File: src/rtl/word_pick_ctrl.sv
// Word-index picker: strobes the RNG, filters out-of-range and recently issued
// indices, falls back to a linear scan, and hands the result over under valid/ack.
module word_pick_ctrl #(
    parameter int WORD_COUNT = 100,
    parameter int HIST_DEPTH = 8,
    parameter int RNG_LAT    = 2,
    parameter int MAX_RETRY  = 4
) (
    input  logic       clk,
    input  logic       reset,
    input  logic       new_word_req,
    input  logic       word_ack,
    input  logic       clear_history,
    input  logic [6:0] random_num,
    output logic       grab_word,
    output logic [6:0] word_idx,
    output logic       word_valid,
    output logic       busy,
    output logic       fallback_used
);

    typedef enum logic [2:0] {
        S_IDLE,
        S_GRAB,
        S_WAIT,
        S_CHECK,
        S_SCAN,
        S_PRESENT
    } state_t;

    localparam int RW = $clog2(MAX_RETRY + 2);
    localparam int WW = $clog2(RNG_LAT + 1);
    localparam logic [RW-1:0] RETRY_LAST = RW'(MAX_RETRY);
    localparam logic [WW-1:0] WAIT_LAST  = WW'(RNG_LAT - 1);
    localparam logic [7:0]    WC         = 8'(WORD_COUNT);
    localparam logic [6:0]    IDX_LAST   = 7'(WORD_COUNT - 1);

    state_t          state, state_next;
    logic [RW-1:0]   retry_cnt;
    logic [WW-1:0]   wait_cnt;
    logic [6:0]      scan_idx;
    logic            hist_vld [HIST_DEPTH];
    logic [6:0]      hist_idx [HIST_DEPTH];

    logic            rng_hit, scan_hit, rng_in_range, rng_accept;
    logic            push_en;
    logic [6:0]      push_idx;
    logic            grab_d, valid_d, busy_d;

    // Candidate qualification against the live history entries.
    always_comb begin
        rng_hit  = 1'b0;
        scan_hit = 1'b0;
        for (int i = 0; i < HIST_DEPTH; i++) begin
            if (hist_vld[i] && (hist_idx[i] == random_num)) rng_hit  = 1'b1;
            if (hist_vld[i] && (hist_idx[i] == scan_idx))   scan_hit = 1'b1;
        end
        rng_in_range = ({1'b0, random_num} < WC);
        rng_accept   = rng_in_range && !rng_hit;
        push_en      = ((state == S_CHECK) && rng_accept) ||
                       ((state == S_SCAN) && !scan_hit);
        push_idx     = (state == S_SCAN) ? scan_idx : random_num;
    end

    always_ff @(posedge clk or posedge reset) begin
        if (reset) state <= S_IDLE;
        else       state <= state_next;
    end

    always_comb begin
        state_next = state;
        case (state)
            S_IDLE:    if (new_word_req) state_next = S_GRAB;
            S_GRAB:    state_next = S_WAIT;
            S_WAIT:    if (wait_cnt == WAIT_LAST) state_next = S_CHECK;
            S_CHECK: begin
                if (rng_accept)                    state_next = S_PRESENT;
                else if (retry_cnt == RETRY_LAST)  state_next = S_SCAN;
                else                               state_next = S_GRAB;
            end
            S_SCAN:    if (!scan_hit) state_next = S_PRESENT;
            S_PRESENT: if (word_ack) state_next = S_IDLE;
            default:   state_next = S_IDLE;
        endcase
    end

    // Outputs are decoded from the next state so they register in step with it.
    always_comb begin
        grab_d  = (state_next == S_GRAB);
        valid_d = (state_next == S_PRESENT);
        busy_d  = (state_next != S_IDLE);
    end

    always_ff @(posedge clk or posedge reset) begin
        if (reset) begin
            grab_word     <= 1'b0;
            word_valid    <= 1'b0;
            busy          <= 1'b0;
            word_idx      <= '0;
            fallback_used <= 1'b0;
            retry_cnt     <= '0;
            wait_cnt      <= '0;
            scan_idx      <= '0;
        end else begin
            grab_word  <= grab_d;
            word_valid <= valid_d;
            busy       <= busy_d;
            if (push_en) word_idx <= push_idx;

            if ((state == S_IDLE) && new_word_req) begin
                retry_cnt     <= '0;
                fallback_used <= 1'b0;
            end else if ((state == S_CHECK) && !rng_accept && (retry_cnt != RETRY_LAST)) begin
                retry_cnt <= retry_cnt + 1'b1;
            end else if ((state == S_SCAN) && !scan_hit) begin
                fallback_used <= 1'b1;
            end

            if (state == S_GRAB)
                wait_cnt <= '0;
            else if ((state == S_WAIT) && (wait_cnt != WAIT_LAST))
                wait_cnt <= wait_cnt + 1'b1;

            // Scan starts from the last rejected sample when it is at least in range.
            if ((state == S_CHECK) && !rng_accept && (retry_cnt == RETRY_LAST))
                scan_idx <= rng_in_range ? random_num : 7'd0;
            else if ((state == S_SCAN) && scan_hit)
                scan_idx <= (scan_idx == IDX_LAST) ? 7'd0 : scan_idx + 7'd1;
        end
    end

    // History shift register; a clear in the same cycle as a push keeps only the new entry.
    always_ff @(posedge clk or posedge reset) begin
        if (reset) begin
            for (int i = 0; i < HIST_DEPTH; i++) begin
                hist_vld[i] <= 1'b0;
                hist_idx[i] <= '0;
            end
        end else if (clear_history) begin
            for (int i = 0; i < HIST_DEPTH; i++) hist_vld[i] <= 1'b0;
            if (push_en) begin
                hist_vld[0] <= 1'b1;
                hist_idx[0] <= push_idx;
            end
        end else if (push_en) begin
            for (int i = HIST_DEPTH - 1; i > 0; i--) begin
                hist_vld[i] <= hist_vld[i-1];
                hist_idx[i] <= hist_idx[i-1];
            end
            hist_vld[0] <= 1'b1;
            hist_idx[0] <= push_idx;
        end
    end

endmodule

File: config.mk
export PLATFORM = sky130hd
export DESIGN_NAME = word_pick_ctrl
export DESIGN_NICKNAME = d
export VERILOG_FILES = /design/src/rtl/word_pick_ctrl.sv
export SDC_FILE = /design/constraint.sdc
export NUM_CORES = 1
export LEC_CHECK = 0
export BUFFER_PORTS_ARGS = -buffer_cell sky130_fd_sc_hd__buf_2
export CAP_MARGIN = 0
export CORE_MARGIN = 4
export CORE_UTILIZATION = 24
export DETAILED_ROUTE_END_ITERATION = 6
export GPL_TIMING_DRIVEN = 0
export PLACE_DENSITY = 0.43
export SLEW_MARGIN = 30
export SYNTH_ARGS = -nofsm -noshare
export SYNTH_HDL_FRONTEND = slang
export SYNTH_SLANG_ARGS = --single-unit
export TNS_END_PERCENT = 20
File: constraint.sdc
create_clock -name clk -period 3.4 [get_ports clk]
set_clock_uncertainty 0.2 [all_clocks]
set_input_delay 0.17 -clock clk [delete_from_list [all_inputs] [get_ports clk]]
set_output_delay 0.17 -clock clk [all_outputs]
set_load 0.01 [all_outputs]
==> results of run 1 <==
## registers in the layout, indices dropped and copies added, names as in the netlist
signal and cells:
busy 1, fallback_used 1, grab_word 1, hist_idx 56
hist_vld 8, retry_cnt 3, scan_idx 7, state 3
wait_cnt 2, word_idx 7, word_valid 1
## power by group
group	switching, W	total (W)	internal (W)
clock network	0.000417	0.000907	0.000490
registers	0.000537	0.00201	0.00148
logic	0.000700	0.00168	0.000977
## layer usage
layer  GRT usage  vias up  wire length, µm
met3     0.02337       17              803
met1      0.1867     1848             7240
met2      0.1917       88             6747
met4     0.03769        0              235
met5           0        -                0
li1            -     1713                -
## cells by family (layout without fill, tap and decap cells)
group                      count (synthesis)  after routing  synth area share
muxes                                     79             79            0.1642
adders and majority gates                  4              4          0.009372
and+or+nand+nor                          116            116            0.1221
xor gates and xnor gates                 113            113            0.1853
AOI/OAI and AO/OA                         33             33           0.04569
DFF                                       90             90            0.4217
buffers and inverters                     39             76           0.05155
## through the flow
step	worst slack [ns]	area (µm²)	TNS (ns)
finish	0.2462	6087	0
global placement	-0.5558	5791	-49.24
global route	0.1288	6087	0
CTS	0.2217	6087	0
detailed placement	0.2395	5823	0
floorplan	0.6947	5340	0
## how the worst max path moves through the flow
stage               slack, ns                  endpoint                     from
floorplan                0.69            busy$_DFF_PP0_                    reset
global placement        -0.56   hist_idx[9]$_DFFE_PP0P_                    reset
detailed placement       0.24   hist_idx[1]$_DFFE_PP0P_  scan_idx[5]$_DFFE_PP0P_
CTS                      0.22   hist_idx[1]$_DFFE_PP0P_  scan_idx[5]$_DFFE_PP0P_
global route             0.13  hist_idx[41]$_DFFE_PP0P_  scan_idx[5]$_DFFE_PP0P_
finish                   0.25   hist_idx[1]$_DFFE_PP0P_  scan_idx[5]$_DFFE_PP0P_
## critical path: stages, from the launching register on
cell and delay (ns):
dfrtp_1 0.31, buf_2 0.31, buf_4 0.27, xnor2_1 0.09
nand4_1 0.10, nor2_1 0.08, nor4_2 0.25, nand3_1 0.28
a21oi_2 0.40, buf_6 0.22, buf_8 0.16, mux2_1 0.33
## placed cells by master (no fill, tap or decap), drive strengths merged, types with 5 or more instances in the layout
cell	netlist	routed
a21oi	7	7
buf	27	48
clkbuf	1	13
dfrtp	90	90
inv	11	11
mux2	69	69
mux2i	10	10
nand2	16	16
nand2b	10	10
nand3	8	8
nand4	33	33
nor2	25	25
nor4	5	5
xnor2	107	107
xor2	6	6
## timing repair
| action | in CTS | in global routing |
|---|---|---|
| setup buffers | 0 | 0 |
| hold buffers | 1 | 0 |
| endpoints found under the hold margin | 90 | 0 |
## area by class of cell
cell class              instances  area [µm²]  area share
plain buffers                  28       234.0     0.03844
well taps                     280       350.3     0.05755
clock buffers                  12       236.5     0.03885
flip-flops and latches         90        2252      0.3700
inverters                      11       46.29    0.007605
multi-input cells             345        2813      0.4621
clock inverters                 3       17.52    0.002878
repair buffers                 22       137.6     0.02261
==> metrics.md, run 1 <==
| Metric | Value |
|---|---|
| Clock root buffer | `clkbuf_16` |
| Largest net degree at the start of global routing | `between 60 and 70` |
| Worst reg2reg path depth | `11` |
| Leading cell types by count after synthesis | `107 x xnor2_1, 90 x dfrtp_1, 59 x mux2_2` |
| Dpl cells | `around 780` |
| Endpoint arrival time on the critical path | `3.19 ns` |
| Synthesized instance count | `~470` |
| Cell types with the largest area share after synthesis | `dfrtp_1 42%, xnor2_1 18%, mux2_2 12%` |
| Wire length of the first global-routing pass | `approximately 24 mm` |
| Syn. warnings | `0` |
| Share of cells above drive strength 1 | `0.2524` |
| Largest driver fanout on the critical path | `10` |
| Post-detail-place hpwl | `roughly 11 mm` |
| Endpoint of the worst hold path | `hist_vld[0]$_DFFE_PP0P_` |
| Net count, final | `~520` |
| Number of maximum-capacitance violations | `0` |
| Final cell utilization of the core | `0.2789` |
| Final clock period utilization by the worst path | `0.9276` |
| Fraction of post-synthesis cell area in the top cell type by area | `0.4217` |
| Worst slew margin relative to its limit | `0.4286` |
| VDD IR-drop max | `around 0.00024 V` |
| Number of diodes added for antenna fixing | `0` |
| Total via count after detailed routing | `3666` |
| Number of fillers in the final layout | `around 2300` |
| Clock transition at the registers of the reported paths | `0.07 ns` |
| Port Buffer Count | `20` |
| Worst skew pair latency | `0.35 ns` |
| Final std cells w/o fill | `about 800` |
| Boundary Pins | `23` |
| Post-detailed-route wirelength per cell | `~19 µm` |
| TritonCTS sink count | `90` |
| Sequential share of the synthesized area | `0.4217` |
| WHS Path Cells | `3` |
| Number of detailed-route iterations in the first pass | `5` |
| Setup slack of the worst register-to-register path | `about 0.25 ns` |
| Crit Reg-Reg Startpoint | `scan_idx[5]$_DFFE_PP0P_` |
| Row cnt | `54` |
| Synth unique cells | `50` |
| Vertical extent of the die | `~160 µm` |
| Commonest register cell after synthesis | `dfrtp_1` |
| Starting density of the core | `0.2447` |
| Final hold slack | `0.02336 ns` |
| Number of synthesized flops with an enable pin | `0` |
| Areal power density over the cells | `around 760 mW/mm²` |
| Final critical-path required period | `3.154 ns` |
| Post-Syn Area per Cell | `about 11 µm²` |
| Final number of setup-violating endpoints | `0` |
| Capturing point of the worst reg2reg path | `hist_idx[1]$_DFFE_PP0P_` |
| Die W | `157.2 µm` |
| Setup repair after global routing missed its margin | `false` |
| Final Total Pwr | `~0.0046 W` |
| Synthesis-to-finish area growth | `13.99%` |
| Post-route ant nets | `0` |
| Final slew viol count | `0` |
| Core footprint | `0.02182 mm²` |
| Synth area leader | `dfrtp_1` |
| Type of destination of the critical path | `flop` |
| Total grt overflow | `0` |
| Detailed-route vias per instance | `4.635` |
| Class of the most critical setup path | `flop to flop` |
| P_leak | `between 2 and 2.5 nW` |
| Hold Crit Class | `primary input to flop` |
| Detailed router's first-iteration violation count | `a little over 300` |
| Post-CTS resize count | `0` |
| Number of global-route vias before repair | `roughly 3800` |
| Post-synth net total | `just under 500` |
| Measured slew at the worst slew-check pin | `around 0.85 ns` |
| Crit path launch type | `flop` |
| Total die area | `about 0.025 mm²` |
| Drt total wl | `~15 mm` |
| DRC | `0` |
| Clock tree buffer depth | `2` |
| Number of antenna violations at the first check in global routing | `0` |
| Global Route Usage Sum | `0.1276` |
| CP Data Required Time | `between 3 and 4 ns` |
| Clock tree from TritonCTS | `built` |
| Post-synthesis instance area | `about 0.0053 mm²` |
| H-tree depth reported by CTS | `3` |
| HP Start | `clear_history` |
| Cts bufs inserted | `9` |
| Fmax | `around 0.32 GHz` |
| Weighted congestion reported at the end of routability-driven placement | `0.8101` |
| Most numerous cell in the Yosys netlist | `xnor2_1` |
| Run status | `completed` |
| Hold violation total from the final report | `0` |
| Synth Register Bits | `90` |
| Post-synth ARST share | `1.000` |
No activity file was read; power rests on OpenSTA's default activity.
==> inputs of run 2 (changes only) <==
--- a/config.mk
+++ b/config.mk
@@ -5,7 +5,7 @@
 export SDC_FILE = /design/constraint.sdc
 export NUM_CORES = 1
 export LEC_CHECK = 0
-export BUFFER_PORTS_ARGS = -buffer_cell sky130_fd_sc_hd__buf_2
+export BUFFER_PORTS_ARGS = -buffer_cell sky130_fd_sc_hd__buf_4
 export CAP_MARGIN = 0
 export CORE_MARGIN = 4
 export CORE_UTILIZATION = 24
==> metrics.md, run 2 (synthesis gave the netlist of run 1 again) <==
| Metric | Value |
|---|---|
| Number of setup buffers added after CTS | `0` |
| Gate power share | `0.359` |
| Number of maximum-capacitance violations | `0` |
| Final critical-path required period | `between 3 and 4 ns` |
| Capturing point of the worst reg2reg path | `hist_idx[1]$_DFFE_PP0P_` |
| Detailed router's first-iteration violation count | `roughly 230` |
| Proportion of total power due to net switching | `0.3481` |
| Crit path launch type | `flop` |
| Clock tree buffer depth | `2` |
| Worst slack after detailed placement | `between 0.2 and 0.25 ns` |
| Row cnt | `54` |
| VDD IR-drop max | `0.0002047 V` |
| Cell internal power dissipation | `0.003100 W` |
| Clock tree from TritonCTS | `built` |
| Post-detailed-route wirelength per cell | `~19 µm` |
| P_leak | `approximately 2.4 nW` |
| Starting density of the core | `0.2447` |
| Number of antenna violations at the first check in global routing | `0` |
| HP Start | `new_word_req` |
| Total die area | `about 0.025 mm²` |
| Kind of cell with the highest combined delay on the critical path | `buffers and inverters` |
| Clock power share | `0.217` |
| Top layer reached by signal wires | `met4` |
| Worst reg2reg path depth | `11` |
| Final number of setup-violating endpoints | `0` |
| Crit path buffers/inverters | `4` |
| Number of global-route vias before repair | `between 3000 and 4000` |
| Crit Reg-Reg Startpoint | `scan_idx[5]$_DFFE_PP0P_` |
| Worst skew pair latency | `between 0.3 and 0.4 ns` |
| Die W | `157.2 µm` |
| Total negative setup slack | `0 ns` |
| Final slew viol count | `0` |
| Number of detailed-route iterations in the first pass | `5` |
| Leading cell type in the layout, fill and taps excluded | `xnor2_1` |
| Global Route Usage Sum | `0.1273` |
| Largest driver fanout on the critical path | `10` |
| Drt total wl | `about 15 mm` |
| Final Total Pwr | `around 0.0048 W` |
| Detailed-route vias per instance | `between 4 and 5` |
| Wire length of the first global-routing pass | `approximately 24 mm` |
| Endpoint of the worst hold path | `grab_word$_DFF_PP0_` |
| Setup slack of the worst register-to-register path | `roughly 0.27 ns` |
| Cells along the critical path | `buf_2 -> buf_4 -> xnor2_1 -> nand4_1 -> nor2_1 -> nor4_2 -> nand3_1 -> a21oi_2 -> buf_6 -> buf_8 -> mux2_1` |
| Commonest cells after routing, fill and taps aside | `107 x xnor2_1, 90 x dfrtp_1, 59 x mux2_2` |
| Class of the most critical setup path | `flop to flop` |
| Weighted congestion reported at the end of routability-driven placement | `~0.80` |
| Violations in the final reports | `negative hold slack` |
| Areal power density over the cells | `approximately 770 mW/mm²` |
| CP Data Required Time | `~3.4 ns` |
| TritonCTS sink count | `90` |
| Power share of the sequential group | `0.424` |
| Final cell utilization of the core | `0.2837` |
| Total via count after detailed routing | `between 3000 and 4000` |
| Number of diodes added for antenna fixing | `0` |
| Final hold slack | `-0.0005357 ns` |
| Worst slew margin relative to its limit | `0.4054` |
| H-tree depth reported by CTS | `3` |
| Core footprint | `approximately 0.022 mm²` |
| Measured slew at the worst slew-check pin | `between 0.8 and 0.9 ns` |
| Sum of met3 wire segment lengths after detailed routing | `627 µm` |
| Hold violation total from the final report | `1` |
| Total grt overflow | `0` |
| Largest net degree at the start of global routing | `~60` |
| Post-detail-place hpwl | `roughly 11 mm` |
| Slowest stage cell on the critical path | `a21oi_2` |
| Final critical-path setup slack | `about 0.27 ns` |
| Port Buffer Count | `20` |
| Largest registers | `hist_idx (56), hist_vld (8)` |
| Synthesis-to-finish area growth | `15.96%` |
| Max reg flops | `56` |
| Clock root buffer | `clkbuf_16` |
| Crit path depth | `11` |
| Largest register by flop count | `hist_idx` |
| Final clock period utilization by the worst path | `0.9215` |
| Run status | `finished, violations left` |
| Boundary Pins | `23` |
| Slowest cell delay on critical path | `around 0.4 ns` |
| Wire length on met2 | `between 6 and 7 mm` |
| Share of cells above drive strength 1 | `0.2534` |
| Endpoint arrival time on the critical path | `3.17 ns` |
| Cts bufs inserted | `9` |
| DRC | `0` |
| Clock transition at the registers of the reported paths | `~0.07 ns` |
| WHS Path Cells | `3` |
| Met1 WL | `approximately 7.4 mm` |
| Type of destination of the critical path | `flop` |
| Net count, final | `roughly 520` |
| Post-CTS resize count | `0` |
| P_sw | `about 0.0017 W` |
| Vertical extent of the die | `157.2 µm` |
| Post-route ant nets | `0` |
| Hold Crit Class | `primary input to flop` |
| Fmax | `approximately 0.32 GHz` |
| Setup repair after global routing missed its margin | `false` |
run 2: tightest hold or removal path, delay by kind of cell:
family,cells,cell delay [ns]
and+or+nand+nor,2,0.26
buffers and inverters,1,0.08
run 2: worst max-delay path by stage:
stage / start / end / slack [ns]
detailed placement: scan_idx[5]$_DFFE_PP0P_ / hist_idx[1]$_DFFE_PP0P_ / 0.24
CTS: scan_idx[5]$_DFFE_PP0P_ / hist_idx[1]$_DFFE_PP0P_ / 0.22
global placement: reset / hist_idx[19]$_DFFE_PP0P_ / -0.57
floorplan: reset / busy$_DFF_PP0_ / 0.69
finish: scan_idx[5]$_DFFE_PP0P_ / hist_idx[1]$_DFFE_PP0P_ / 0.27
global route: scan_idx[5]$_DFFE_PP0P_ / hist_idx[41]$_DFFE_PP0P_ / 0.10
run 2: final cells by class:
type                            instances  area [µm²]
Sequential cell                        90        2252
Timing Repair Buffer                   23       197.7
Tap cell                              280       350.3
Buffer                                 28       234.0
Multi-Input combinational cell        345        2813
Fill cell                            2263       15630
Clock buffer                           14       264.0
Clock inverter                          2       35.03
Inverter                               11       46.29
run 2: metrics by stage:
stage	std cells	area [µm²]
2_1_floorplan	474	5340
3_3_place_gp	774	5841
3_5_place_dp	775	5873
4_1_cts	793	6192
5_1_grt	793	6192
6_report	793	6192
run 2: repair_timing:
| item | 4_1_cts | 5_1_grt |
|---|---|---|
| hold endpoints to repair | 97 | 0 |
| endpoints found under the setup margin | 0 | 0 |
| hold buffers | 2 | 0 |
run 2: power groups by stage:
stage | Sequential [W] | Clock (W) | Combinational (W)
floorplan | 0.00188 | 0 | 0.00135
global placement | 0.00204 | 0 | 0.00169
detailed placement | 0.00204 | 0 | 0.00172
CTS | 0.00203 | 0.00106 | 0.00173
global route | 0.00209 | 0.00111 | 0.00188
finish | 0.00202 | 0.00103 | 0.00171
run 2: routing by layer:
layer | vias up | global-route usage
met5 | - | 0
met2 | 72 | 0.1891
li1 | 1718 | -
met1 | 1865 | 0.1855
met4 | 0 | 0.04998
met3 | 19 | 0.01925
